--- src/rtl/cnn_pkg.sv ---
// Shared types and sizing helpers for the CNN front-end blocks.
// Holds the line-buffer state encoding and the counter-width derivations.
package cnn_pkg;

  typedef enum logic [1:0] {
    ST_IDLE   = 2'd0,
    ST_FILL   = 2'd1,
    ST_STREAM = 2'd2
  } lbState_e;

  localparam int DEF_IMG_WIDTH     = 8;
  localparam int DEF_IMG_HEIGHT    = 8;
  localparam int DEF_KERNEL_HEIGHT = 3;
  localparam int DEF_DATA_WIDTH    = 16;

  // A counter over n positions needs at least one bit even when n is 1.
  function automatic int cntWidth(input int n);
    return (n > 1) ? $clog2(n) : 1;
  endfunction

  localparam int DEF_X_WIDTH = cntWidth(DEF_IMG_WIDTH);
  localparam int DEF_Y_WIDTH = cntWidth(DEF_IMG_HEIGHT);

endpackage

--- src/rtl/line_ram.sv ---
// One image line of pixel storage: single port, asynchronous read, so the
// value seen during a write cycle is the old (pre-write) contents.
module line_ram #(
  parameter int DEPTH      = 8,
  parameter int DATA_WIDTH = 16,
  parameter int ADDR_WIDTH = 3
) (
  input  logic                  clk,
  input  logic                  we_i,
  input  logic [ADDR_WIDTH-1:0] addr_i,
  input  logic [DATA_WIDTH-1:0] wdata_i,
  output logic [DATA_WIDTH-1:0] rdata_o
);

  logic [DATA_WIDTH-1:0] mem [DEPTH];

  always_ff @(posedge clk) begin
    if (we_i) begin
      mem[addr_i] <= wdata_i;
    end
  end

  assign rdata_o = mem[addr_i];

endmodule

--- src/rtl/window_line_buffer.sv ---
// Raster-to-column converter: buffers KERNEL_HEIGHT-1 lines and emits one
// vertical KERNEL_HEIGHT-pixel column per accepted pixel once enough rows exist.
module window_line_buffer
  import cnn_pkg::*;
#(
  parameter int IMG_WIDTH     = DEF_IMG_WIDTH,
  parameter int IMG_HEIGHT    = DEF_IMG_HEIGHT,
  parameter int KERNEL_HEIGHT = DEF_KERNEL_HEIGHT,
  parameter int DATA_WIDTH    = DEF_DATA_WIDTH
) (
  input  logic                                clk,
  input  logic                                reset,
  input  logic                                in_valid,
  input  logic [DATA_WIDTH-1:0]               in_data,
  input  logic                                in_sof,
  output logic                                in_ready,
  output logic                                out_valid,
  output logic [KERNEL_HEIGHT*DATA_WIDTH-1:0] out_col,
  input  logic                                out_ready,
  output logic                                out_sol,
  output logic                                out_eof
);

  localparam int XW = cntWidth(IMG_WIDTH);
  localparam int YW = cntWidth(IMG_HEIGHT);
  localparam int NL = KERNEL_HEIGHT - 1;
  localparam int CW = KERNEL_HEIGHT * DATA_WIDTH;

  localparam logic [XW-1:0] X_LAST      = XW'(IMG_WIDTH - 1);
  localparam logic [YW-1:0] Y_LAST      = YW'(IMG_HEIGHT - 1);
  localparam logic [YW-1:0] Y_FILL_LAST = YW'(KERNEL_HEIGHT - 2);

  lbState_e        state_q, state_d;
  logic [XW-1:0]   xPos_q, xPos_d;
  logic [YW-1:0]   yPos_q, yPos_d;
  logic            outValid_q, outValid_d;
  logic [CW-1:0]   outCol_q, outCol_d;
  logic            outSol_q, outSol_d;
  logic            outEof_q, outEof_d;

  logic            accept;
  logic            active;
  logic            emit;
  logic            rowEnd;
  lbState_e        effState;
  logic [XW-1:0]   effX;
  logic [YW-1:0]   effY;
  logic [CW-1:0]   colD;

  logic [DATA_WIDTH-1:0] lineRd [NL];
  logic [DATA_WIDTH-1:0] lineWr [NL];

  assign in_ready = !outValid_q || out_ready;
  assign accept   = in_valid && in_ready;

  // Lines shift upward at the current column: each line takes the next
  // newer line's old value, and the newest line takes the incoming pixel.
  for (genvar k = 0; k < NL; k++) begin : gLine
    if (k == NL - 1) begin : gNewest
      assign lineWr[k] = in_data;
    end else begin : gOlder
      assign lineWr[k] = lineRd[k+1];
    end

    line_ram #(
      .DEPTH      (IMG_WIDTH),
      .DATA_WIDTH (DATA_WIDTH),
      .ADDR_WIDTH (XW)
    ) uLine (
      .clk     (clk),
      .we_i    (active),
      .addr_i  (effX),
      .wdata_i (lineWr[k]),
      .rdata_o (lineRd[k])
    );
  end

  always_comb begin
    colD = '0;
    for (int k = 0; k < NL; k++) begin
      colD[k*DATA_WIDTH +: DATA_WIDTH] = lineRd[k];
    end
    colD[NL*DATA_WIDTH +: DATA_WIDTH] = in_data;
  end

  // An accepted sof overrides whatever position we were at and restarts
  // the frame at (0,0) in FILL, regardless of the current state.
  always_comb begin
    effState   = in_sof ? ST_FILL : state_q;
    effX       = in_sof ? '0 : xPos_q;
    effY       = in_sof ? '0 : yPos_q;
    active     = accept && (in_sof || (state_q != ST_IDLE));
    rowEnd     = (effX == X_LAST);
    emit       = active && (effState == ST_STREAM);

    state_d    = state_q;
    xPos_d     = xPos_q;
    yPos_d     = yPos_q;
    outValid_d = outValid_q;
    outCol_d   = outCol_q;
    outSol_d   = outSol_q;
    outEof_d   = outEof_q;

    if (active) begin
      state_d = effState;
      if (rowEnd) begin
        xPos_d = '0;
        yPos_d = (effY == Y_LAST) ? '0 : effY + YW'(1);
        if ((effState == ST_FILL) && (effY == Y_FILL_LAST)) begin
          state_d = ST_STREAM;
        end else if ((effState == ST_STREAM) && (effY == Y_LAST)) begin
          state_d = ST_IDLE;
        end
      end else begin
        xPos_d = effX + XW'(1);
        yPos_d = effY;
      end
    end

    if (emit) begin
      outValid_d = 1'b1;
      outCol_d   = colD;
      outSol_d   = (effX == '0);
      outEof_d   = rowEnd && (effY == Y_LAST);
    end else if (out_ready) begin
      outValid_d = 1'b0;
    end
  end

  always_ff @(posedge clk or posedge reset) begin
    if (reset) begin
      state_q    <= ST_IDLE;
      xPos_q     <= '0;
      yPos_q     <= '0;
      outValid_q <= 1'b0;
      outCol_q   <= '0;
      outSol_q   <= 1'b0;
      outEof_q   <= 1'b0;
    end else begin
      state_q    <= state_d;
      xPos_q     <= xPos_d;
      yPos_q     <= yPos_d;
      outValid_q <= outValid_d;
      outCol_q   <= outCol_d;
      outSol_q   <= outSol_d;
      outEof_q   <= outEof_d;
    end
  end

  assign out_valid = outValid_q;
  assign out_col   = outCol_q;
  assign out_sol   = outSol_q;
  assign out_eof   = outEof_q;

endmodule

--- config.mk ---
export PLATFORM = sky130hd
export DESIGN_NAME = window_line_buffer
export DESIGN_NICKNAME = d
export VERILOG_FILES = /design/src/rtl/cnn_pkg.sv /design/src/rtl/line_ram.sv /design/src/rtl/window_line_buffer.sv
export SDC_FILE = /design/constraint.sdc
export NUM_CORES = 1
export LEC_CHECK = 0
export ABC_AREA = 0
export CAP_MARGIN = 20
export CORE_ASPECT_RATIO = 0.8
export CORE_UTILIZATION = 53
export DETAILED_ROUTE_END_ITERATION = 12
export GPL_ROUTABILITY_DRIVEN = 0
export PLACE_DENSITY = 0.75
export SYNTH_ARGS = -nofsm -noshare
export SYNTH_HDL_FRONTEND = slang
export SYNTH_SLANG_ARGS = --single-unit
--- constraint.sdc ---
create_clock -name clk -period 3.6 [get_ports clk]
set_input_delay 0.54 -clock clk [delete_from_list [all_inputs] [get_ports clk]]
set_output_delay 0.54 -clock clk [all_outputs]
set_load 0.01 [all_outputs]
==> out/summary.txt <==
Outcome -> finished, final reports clean
Multi-input gate area -> 3010 um^2
R2r setup slk -> 0.75 ns
Antenna viol nets, final -> 0
Initial DRC Count -> 619
CP required -> 3.85 ns
Rows -> 49
Final period utilization -> 0.790
Leakage Power -> 5.42 nW
Global route overflow -> 0
Shortest period the worst path allows -> 2.85 ns
Hold path endpoint -> out_col[44]$_DFFE_PP0P_
Synthesized area per cell -> 15.9 um^2
Critical Path Max Stage Delay -> 0.85 ns
CTS Hold Bufs -> 0
Register bit total from synthesis -> 315
Min-Delay Path Class -> reg -> reg
Crit path max fanout -> 40
Worst path cell trace -> buf_4, nand2_1, nor2_4, buf_12
Mapped Area -> 12400 um^2
Die Y -> 139 um
GRT Overall Usage -> 0.230
Number of enable flip-flop cells after synthesis -> 256
Post-synthesis cell type count -> 44
H-tree depth -> 1
Worst-Margin Slew -> 1.02 ns
Die width -> 173 um
N_diodes -> 0
CTS root buffer -> clkbuf_16
Critical-path top delay cell -> dfrtp_4
Yosys top cell area share -> 0.619
Relative slew slack -> 0.316
Synth cell count leaders -> edfxtp_1, nand2_1, mux2i_1
Sink Count -> 315
Setup tns final -> 0 ns
Unrepaired setup endpoints after global routing -> no
Vias -> 7072
Worst hold slack -> 0.473 ns
WS Path Type -> reg -> reg
Synthesis-to-layout area growth -> 17.9%
Worst-Skew Late Latency -> 0.55 ns
Fin Clk Skew -> 0.00970 ns
First-pass GRT wire length -> 42400 um
Pin count of the biggest net entering global routing -> 82
CP delay by family, top -> simple AND/OR/NAND/NOR gates
Mapped Nets -> 807
Yosys top cell by area -> edfxtp_1
Max clock buf depth -> 3
Die ar. -> 24100 um^2
Worst Setup End Kind -> flop
CTS clk-pin slew, worst paths -> 0.06 ns
Hold Crit Depth -> 2
Pre-Repair DR Iteration Count -> 5
PwrDens -> 590 nW/um^2
Adder-Cell Fraction of Synth Area -> 0.00604
Simple-gate share of the synthesized area -> 0.0532
Hold path start -> out_col[44]$_DFFE_PP0P_
Most common cell in the netlist -> edfxtp_1
Initial Utilization -> 0.546
Compound-Gate Fraction of Synth Area -> 0.0903
VDD IR max -> 0.432 mV
Fin cells -> 1200
FF-to-FF Start -> xPos_q[0]$_DFFE_PP0P_
Dpl hpwl -> 16300 um
Async S/R FF share, synth -> 0.187
Synth Flop Type -> edfxtp_1
Placed cell area -> 13600 um^2
Ys Warns -> 0
Total CTS buffers -> 30
CTS resizes -> 0
Main combinational cell family by area after synthesis -> compound AO/OA/AOI/OAI gates
Number of global-route vias before repair -> 7260
Post-route cell area -> 14700 um^2
CTS tree -> yes
# DRC -> 0
# setup viols final -> 0
DR WL/cell -> 22.3 um
Final hold vios -> 0
CP bufs+invs -> 2
Share of cells above drive strength 1 -> 0.149
Number of I/O port buffers -> 72
Routed Wire Length -> 26800 um
Levels on crit path -> 4
Initial antenna violation count -> 0
# nets final -> 897
Synth area leaders -> edfxtp_1, dfrtp_1, mux2i_1
Startpoint Class -> flop
Final Max Slew Viols -> 0
Post-CTS Repair Setup Buffers -> 0
Register area -> 9170 um^2
Vias per inst -> 5.89
Core Area -> 22700 um^2
Max Cap Viol -> 0
End-of-flow core utilization -> 0.644
Filler cells -> 1563
Reg2Reg Depth -> 4
Proportion of synthesized area in mux cells -> 0.0875
Critical path arrival -> 3.10 ns
Cell count after synthesis -> 780
Synth Area in XOR/XNOR -> 0
I/O pin cnt -> 73
Max Clk Rate -> 351 MHz
# placed instances -> 1144
Worst r2r dst -> gLine[1].uLine.mem[3][14]$_DFFE_PP_
Post-synthesis sequential area ratio -> 0.737
-- cell type report --
class,instances,share of cell area
inverter,5,0.00145
sequential,315,0.626
clock buffer,42,0.0584
multi-input combinational,413,0.205
tap,306,0.0261
timing repair buffer,105,0.0704
clock inverter,14,0.0126
-- cells in the final DEF, fill, tap and decap left out, types with 3 or more instances in the layout --
master / n
clkbuf_1: 6
o32a_1: 10
clkbuf_8: 6
nor2_1: 26
mux2i_1: 76
dfrtp_1: 58
a21oi_1: 45
clkbuf_16: 30
bufinv_16: 4
mux4_2: 5
o22a_1: 6
clkinv_1: 3
clkinv_2: 4
nand2_1: 81
o22ai_1: 23
nor2b_1: 19
o21ai_0: 21
edfxtp_1: 256
buf_12: 5
mux2_2: 19
a221oi_1: 7
buf_4: 28
o21ai_1: 8
nor2_4: 7
a31oi_1: 5
o22ai_2: 3
clkdlybuf4s50_1: 72
ha_1: 6
o21a_1: 16
a221oi_2: 10
-- routing by layer --
layer	share of wire	GRT usage	routed length [um]
met1	0.43	0.332	11600
met4	0.018	0.0540	486
met2	0.48	0.376	12800
met3	0.069	0.0326	1850
met5	0	0	0
-- flip-flops by register name, summed over array words and instances (netlist names) --
name             count
gLine.uLine.mem    256
out_sol              1
out_valid            1
yPos_q               3
out_eof              1
state_q              2
xPos_q               3
out_col             48
-- how the worst max path moves through the flow --
| stage | end | from | slack, ns |
|---|---|---|---|
| final | gLine[1].uLine.mem[3][14]$_DFFE_PP_ | xPos_q[0]$_DFFE_PP0P_ | 0.75 |
| after global routing | gLine[0].uLine.mem[1][3]$_DFFE_PP_ | xPos_q[0]$_DFFE_PP0P_ | 0.53 |
| after CTS | gLine[1].uLine.mem[3][14]$_DFFE_PP_ | xPos_q[0]$_DFFE_PP0P_ | 0.68 |
| after detailed placement | gLine[0].uLine.mem[4][4]$_DFFE_PP_ | in_sof | 0.51 |
| after global placement | gLine[0].uLine.mem[0][14]$_DFFE_PP_ | in_sof | 0.63 |
| after floorplan | gLine[0].uLine.mem[3][0]$_DFFE_PP_ | out_ready | 0.54 |
-- worst reg2reg max path: stages, from the launching register on --
cell	delay, ns
dfrtp_4	0.85
buf_4	0.54
nand2_1	0.36
nor2_4	0.52
buf_12	0.26
-- cells by family (layout without fill, tap and decap cells) --
logic type               count (synthesis)  after routing
adder cells (fa/ha/maj)                  6              6
AND/OR/NAND/NOR                        147            147
flip-flops                             315            315
AO/OA/AOI/OAI                          160            160
multiplexers                           100            100
buffers and inverters                   52            166
-- power breakdown --
group          switching (mW)  internal (mW)
Combinational           0.676          0.332
Clock                    1.31           1.95
Sequential             0.0935           4.28
Total                    2.08           6.56
-- per-stage QoR --
step	total power [mW]	setup slack, ns
finish	8.64	0.754
global route	8.92	0.529
CTS	8.68	0.679
detailed placement	5.45	0.506
global placement	5.42	0.625
floorplan	5.09	0.536
(Power assumes the default switching activity.)
